===== config.mk =====
export PLATFORM = sky130hd
export DESIGN_NAME = cylon_mode_ctrl
export DESIGN_NICKNAME = d
export VERILOG_FILES = /design/src/rtl/cylon_pkg.sv /design/src/rtl/button_debounce.sv /design/src/rtl/cylon_mode_ctrl.sv
export SDC_FILE = /design/constraint.sdc
export NUM_CORES = 1
export LEC_CHECK = 0
export ABC_AREA = 1
export CAP_MARGIN = 30
export CORE_MARGIN = 5
export CORE_UTILIZATION = 35
export CTS_CLUSTER_SIZE = 28
export DETAILED_ROUTE_END_ITERATION = 7
export HOLD_SLACK_MARGIN = 0.03
export REMOVE_ABC_BUFFERS = 1
export SKIP_CTS_REPAIR_TIMING = 1
export SYNTH_ARGS = -nofsm -noshare
export SYNTH_HDL_FRONTEND = slang
export SYNTH_SLANG_ARGS = --single-unit

===== constraint.sdc =====
create_clock -name clk -period 2.3 [get_ports clk]
set_input_delay 0.69 -clock clk [delete_from_list [all_inputs] [get_ports clk]]
set_output_delay 0.69 -clock clk [all_outputs]
set_load 0.005 [all_outputs]

===== src/rtl/cylon_pkg.sv =====
// Shared constants for the cylon display: mode encodings, default mode count,
// and the demo-sequencer state type used by the front-panel controller.
package cylon_pkg;

    // Display mode encodings understood by the cylon display engine
    localparam int MODE_CYLON  = 0;
    localparam int MODE_R_TO_L = 1;
    localparam int MODE_L_TO_R = 2;
    localparam int MODE_COUNT  = 3;

    // Default number of selectable display modes
    localparam int CYLON_NUM_MODES = 4;

    // Demo sequencer: idle (manual mode selection) or auto-advancing
    typedef enum logic {
        DEMO_IDLE = 1'b0,
        DEMO_RUN  = 1'b1
    } demo_state_e;

endpackage


===== src/rtl/button_debounce.sv =====
// Conditions one raw asynchronous push-button: 2-flop synchroniser, a
// stability counter that accepts a level change only after DEBOUNCE_CYCLES
// consecutive differing samples, and a one-cycle pulse on each accepted press.
module button_debounce #(
    parameter int DEBOUNCE_CYCLES = 1_000_000
) (
    input  logic clk,
    input  logic reset_n,
    input  logic raw,
    output logic level,
    output logic press
);

    localparam int                CNT_W    = $clog2(DEBOUNCE_CYCLES + 1);
    localparam logic [CNT_W-1:0]  CNT_LAST = CNT_W'(DEBOUNCE_CYCLES - 1);

    logic             sync1_q, sync2_q;
    logic [CNT_W-1:0] cnt_q, cnt_d;
    logic             level_q, level_d;
    logic             level_dly_q;
    logic             press_q;

    // Stability counter: any sample matching the accepted level restarts it
    always_comb begin
        cnt_d   = cnt_q;
        level_d = level_q;
        if (sync2_q == level_q) begin
            cnt_d = '0;
        end else if (cnt_q == CNT_LAST) begin
            cnt_d   = '0;
            level_d = ~level_q;
        end else begin
            cnt_d = cnt_q + CNT_W'(1);
        end
    end

    // Synchroniser, counter, accepted level and registered rising-edge pulse
    always_ff @(posedge clk) begin
        if (!reset_n) begin
            sync1_q     <= 1'b0;
            sync2_q     <= 1'b0;
            cnt_q       <= '0;
            level_q     <= 1'b0;
            level_dly_q <= 1'b0;
            press_q     <= 1'b0;
        end else begin
            sync1_q     <= raw;
            sync2_q     <= sync1_q;
            cnt_q       <= cnt_d;
            level_q     <= level_d;
            level_dly_q <= level_q;
            press_q     <= level_q & ~level_dly_q;
        end
    end

    assign level = level_q;
    assign press = press_q;

endmodule


===== src/rtl/cylon_mode_ctrl.sv =====
// Front-panel controller: debounces the mode buttons and the demo toggle,
// arbitrates presses (lowest mode index wins) and runs a demo sequencer that
// steps through every mode on a fixed timer.
module cylon_mode_ctrl
    import cylon_pkg::*;
#(
    parameter int NUM_MODES       = CYLON_NUM_MODES,
    parameter int MODE_WIDTH      = $clog2(NUM_MODES),
    parameter int RESET_MODE      = MODE_CYLON,
    parameter int DEBOUNCE_CYCLES = 1_000_000,
    parameter int DEMO_CYCLES     = 400_000_000
) (
    input  logic                  clk,
    input  logic                  reset_n,
    input  logic [NUM_MODES-1:0]  btn,
    input  logic                  btn_demo,
    output logic [MODE_WIDTH-1:0] mode,
    output logic                  mode_strobe,
    output logic                  demo_active
);

    localparam int                    TMR_W      = $clog2(DEMO_CYCLES);
    localparam logic [TMR_W-1:0]      TMR_LAST   = TMR_W'(DEMO_CYCLES - 1);
    localparam logic [MODE_WIDTH-1:0] MODE_LAST  = MODE_WIDTH'(NUM_MODES - 1);
    localparam logic [MODE_WIDTH-1:0] MODE_RESET = MODE_WIDTH'(RESET_MODE);

    // Index NUM_MODES is the demo toggle; the rest are the mode buttons
    logic [NUM_MODES:0] raw_all;
    logic [NUM_MODES:0] press_all;
    logic [NUM_MODES:0] unused_level;

    assign raw_all = {btn_demo, btn};

    for (genvar g = 0; g <= NUM_MODES; g++) begin : g_btn
        button_debounce #(
            .DEBOUNCE_CYCLES(DEBOUNCE_CYCLES)
        ) u_db (
            .clk     (clk),
            .reset_n (reset_n),
            .raw     (raw_all[g]),
            .level   (unused_level[g]),
            .press   (press_all[g])
        );
    end

    logic                  mode_hit;
    logic [MODE_WIDTH-1:0] mode_sel;
    logic                  demo_press;

    assign demo_press = press_all[NUM_MODES];

    // Priority pick: scanning downward lets the lowest pressed index win
    always_comb begin
        mode_hit = 1'b0;
        mode_sel = '0;
        for (int i = NUM_MODES - 1; i >= 0; i--) begin
            if (press_all[i]) begin
                mode_hit = 1'b1;
                mode_sel = MODE_WIDTH'(i);
            end
        end
    end

    demo_state_e           state_q, state_d;
    logic [MODE_WIDTH-1:0] mode_q, mode_d;
    logic [TMR_W-1:0]      tmr_q, tmr_d;
    logic                  strobe_q, strobe_d;

    // Next state: mode press beats demo press beats timer expiry
    always_comb begin
        state_d = state_q;
        mode_d  = mode_q;
        tmr_d   = tmr_q;
        if (mode_hit) begin
            mode_d  = mode_sel;
            state_d = DEMO_IDLE;
            tmr_d   = '0;
        end else if (demo_press) begin
            state_d = (state_q == DEMO_IDLE) ? DEMO_RUN : DEMO_IDLE;
            tmr_d   = '0;
        end else if (state_q == DEMO_RUN) begin
            if (tmr_q == TMR_LAST) begin
                tmr_d  = '0;
                mode_d = (mode_q == MODE_LAST) ? '0 : mode_q + MODE_WIDTH'(1);
            end else begin
                tmr_d = tmr_q + TMR_W'(1);
            end
        end
        strobe_d = (mode_d != mode_q);
    end

    // Mode register, demo state, timer and change strobe
    always_ff @(posedge clk) begin
        if (!reset_n) begin
            state_q  <= DEMO_IDLE;
            mode_q   <= MODE_RESET;
            tmr_q    <= '0;
            strobe_q <= 1'b0;
        end else begin
            state_q  <= state_d;
            mode_q   <= mode_d;
            tmr_q    <= tmr_d;
            strobe_q <= strobe_d;
        end
    end

    assign mode        = mode_q;
    assign mode_strobe = strobe_q;
    assign demo_active = (state_q == DEMO_RUN);

endmodule


==> metrics.md <==
| Metric | Value |
|---|---|
| Detail Route Antenna Nets | 0 |
| Crit path max-delay family | buffers and inverters |
| Post-synth ARST share | 0 |
| Period utilisation layout | 0.934 |
| GRT busiest layer | met2 |
| P_leak | 3.02 nW |
| VDD IR max | around 0.41 mV |
| Pwr Density | 667 mW/mm² |
| Dpl cell area | 0.00782 mm² |
| # setup viols final | 0 |
| Setup slack after layout | 0.151 ns |
| Clock root buffer | clkbuf_16 |
| Final nets | 1023 |
| Design area | 0.00841 mm² |
| Final period demand of the worst path | 2.15 ns |
| Total negative slack | 0 ns |
| Slew @ Worst Pin | between 0.3 and 0.4 ns |
| Maximum clock rate | 465 MHz |
| Synthesized area | 0.00735 mm² |
| Netlist cell types | between 40 and 50 |
| Final Total Pwr | 5.61 mW |
| Count of state elements after synthesis | 158 |
| Startpoint types | flip-flop |
| WHS Path Cells | 1 |
| Initial drt markers | 234 |
| Hold Path End | g_btn[3].u_db.press$_SDFF_PN0_ |
| Mapped Cells | 980 |
| DRC Markers | 0 |
| Critical path cell sequence | clkdlybuf4s50_1 |
| Initial antenna violation count | 0 |
| GR Util met2 | 0.196 |
| GRT Total Usage | 0.123 |
| Number of cells on the critical path | 1 |
| Die area | about 0.024 mm² |
| Endpoint type of the worst setup path | primary output |
| IO Port Bufs | 10 |
| Wirelength, routed | between 10 and 15 mm |
| Area share of the largest cell type after synthesis | 0.430 |
| Clock Skews | just under 0.006 ns |
| Critical Path AT | around 1.5 ns |
| Reg2Reg Launch Point | g_btn[3].u_db.cnt_q[0]$_SDFF_PP0_ |
| Hold/Removal Path Class | reg -> reg |
| Diodes inserted | 0 |
| Clock Sinks | 158 |
| Vias in the first global route | 5779 |
| Clk pin slew, worst setup/hold paths | 0.06 ns |
| Dpl ws | 0.0154 ns |
| CTS buffer count | 17 |
| Prevailing post-synth register cell | dfxtp_1 |
| Final slew viol count | 0 |
| Via count | 6026 |
| Synth area leader | dfxtp_1 |
| H-tree levels | 4 |
| Post-synthesis sequential area ratio | 0.430 |
| Worst R2R Setup Slack | 0.40 ns |
| First-pass GRT wire length | 25.1 mm |
| WL per Instance | 10.6 µm |
| Row Count | 53 |
| Max_slew headroom | 0.777 |
| Core area | 0.0208 mm² |
| Grt met1 use | 0.161 |
| Worst Path Required | about 1.6 ns |
| Synth warn | 0 |
| Vias/cell | 4.65 |
| Worst skew pair latency | 0.42 ns |
| Hold path start | g_btn[3].u_db.level_dly_q$_SDFF_PN0_ |
| Post-synth EDFFs | 0 |
| Largest net degree at the start of global routing | 21 |
| Initial Util | 0.353 |
| Crit-path max FO | 6 |
| Biggest cell delay along the critical path | 0.56 ns |
| DRT Pass-1 Iters | 5 |
| HPWL Detailed | 10.1 mm |
| Status | completed |
| # IOs | 11 |
| GRT overflow | 0 |
| P&R area growth vs syn | 14.3% |
| Worst R2R End | g_btn[3].u_db.cnt_q[11]$_SDFF_PP0_ |
| Max Cap Viol | 0 |
| CP bufs+invs | 1 |
| Synth top cells by count | nand2_1 (175), dfxtp_1 (158), inv_1 (139) |
| Setup CP Type | reg -> out |
| Fraction of layout cells with a size suffix above 1 | 0.114 |
| Max Root-Sink Buffers | 2 |
| Final Hold Vio Count | 0 |
| CTS tree | yes |
| RSZ-0062 raised after global routing | false |
| Dominant cells by area after synthesis | dfxtp_1 (43%), nand2_1 (8.9%), inv_1 (7.1%), nor2_1 (6.5%), a21oi_1 (3.8%) |
| FILL cells | 2150 |
| R2r worst-path depth | 11 |
| Syn avg cell area | 7.50 µm² |
| Die width | 155 µm |
| Hold_ws | 0.388 ns |
| Slowest-stage cell, CP | clkdlybuf4s50_1 |
| Top-count cell post-synth | nand2_1 |
| Die outline height | approximately 150 µm |
| RePlAce Congestion | about 0.8 |
| M3 GR Usage | 0.0295 |
==> area by class of cell <==
class	count	area [µm²]	share of cell area
clock buffer	17	425	0.0506
clock inverter	15	163	0.0193
inverter	145	544	0.0647
multi-input combinational	665	3570	0.424
sequential	158	3160	0.376
tap	275	344	0.0409
timing repair buffer	22	203	0.0241
==> cell families after synthesis <==
family,count (synthesis),synth area share
XOR/XNOR,28,0.0334
adder cells (fa/ha/maj),7,0.0119
flip-flops,158,0.430
AND/OR/NAND/NOR,527,0.360
AO/OA/AOI/OAI,103,0.0793
buffers and inverters,157,0.0849
==> registers in the layout, indices dropped and copies added (netlist names), 2 cells and up <==
name and cells:
g_btn.u_db.cnt_q 100, g_btn.u_db.level 5, g_btn.u_db.level_dly_q 5, g_btn.u_db.press 5, g_btn.u_db.sync1_q 5, g_btn.u_db.sync2_q 5
mode 2, tmr_q 29
==> worst max-delay path by stage <==
stage	startpoint	to	slack, ns
finish	mode[0]$_SDFF_PN0_	mode[0]	0.15
global route	mode[0]$_SDFF_PN0_	mode[0]	0.09
CTS	mode[0]$_SDFF_PN0_	mode[0]	0.12
detailed placement	reset_n	g_btn[1].u_db.cnt_q[17]$_SDFF_PP0_	0.02
global placement	reset_n	g_btn[1].u_db.cnt_q[17]$_SDFF_PP0_	0.04
floorplan	g_btn[2].u_db.cnt_q[0]$_SDFF_PP0_	g_btn[2].u_db.cnt_q[19]$_SDFF_PP0_	0.51
==> power by group <==
| group | total, mW | switching [mW] | internal [mW] | leakage [nW] |
|---|---|---|---|---|
| Combinational | 0.0783 | 0.0471 | 0.0312 | 1.46 |
| Sequential | 2.75 | 0.00580 | 2.75 | 1.27 |
| Clock | 2.78 | 1.16 | 1.61 | 0.286 |
==> layout by cell type (no fill, tap or decap), drive strengths merged, types with 9 or more instances in the layout <==
cell             n
nor3            60
nor2           151
nand3           52
dfxtp          158
xnor2            9
o21ai           17
a21oi           56
nand2          184
nand4           35
a211oi           9
clkbuf          17
nor4            17
buf             12
inv            149
clkdlybuf4s50   10
nor3b           16
xor2            19
==> per-stage QoR <==
step,cells,utilization
2_1_floorplan,968,-
3_3_place_gp,1265,0.376
3_5_place_dp,1265,0.376
4_1_cts,1297,0.404
5_1_grt,1297,0.404
6_report,1297,0.404
==> routing by layer <==
metal  up-vias  wire (µm)
li1       3268          -
met1      2672       7030
met2        67       6060
met3        19        451
met4         0        187
met5         -          0
Note: power is estimated with default switching activity, not from simulation.
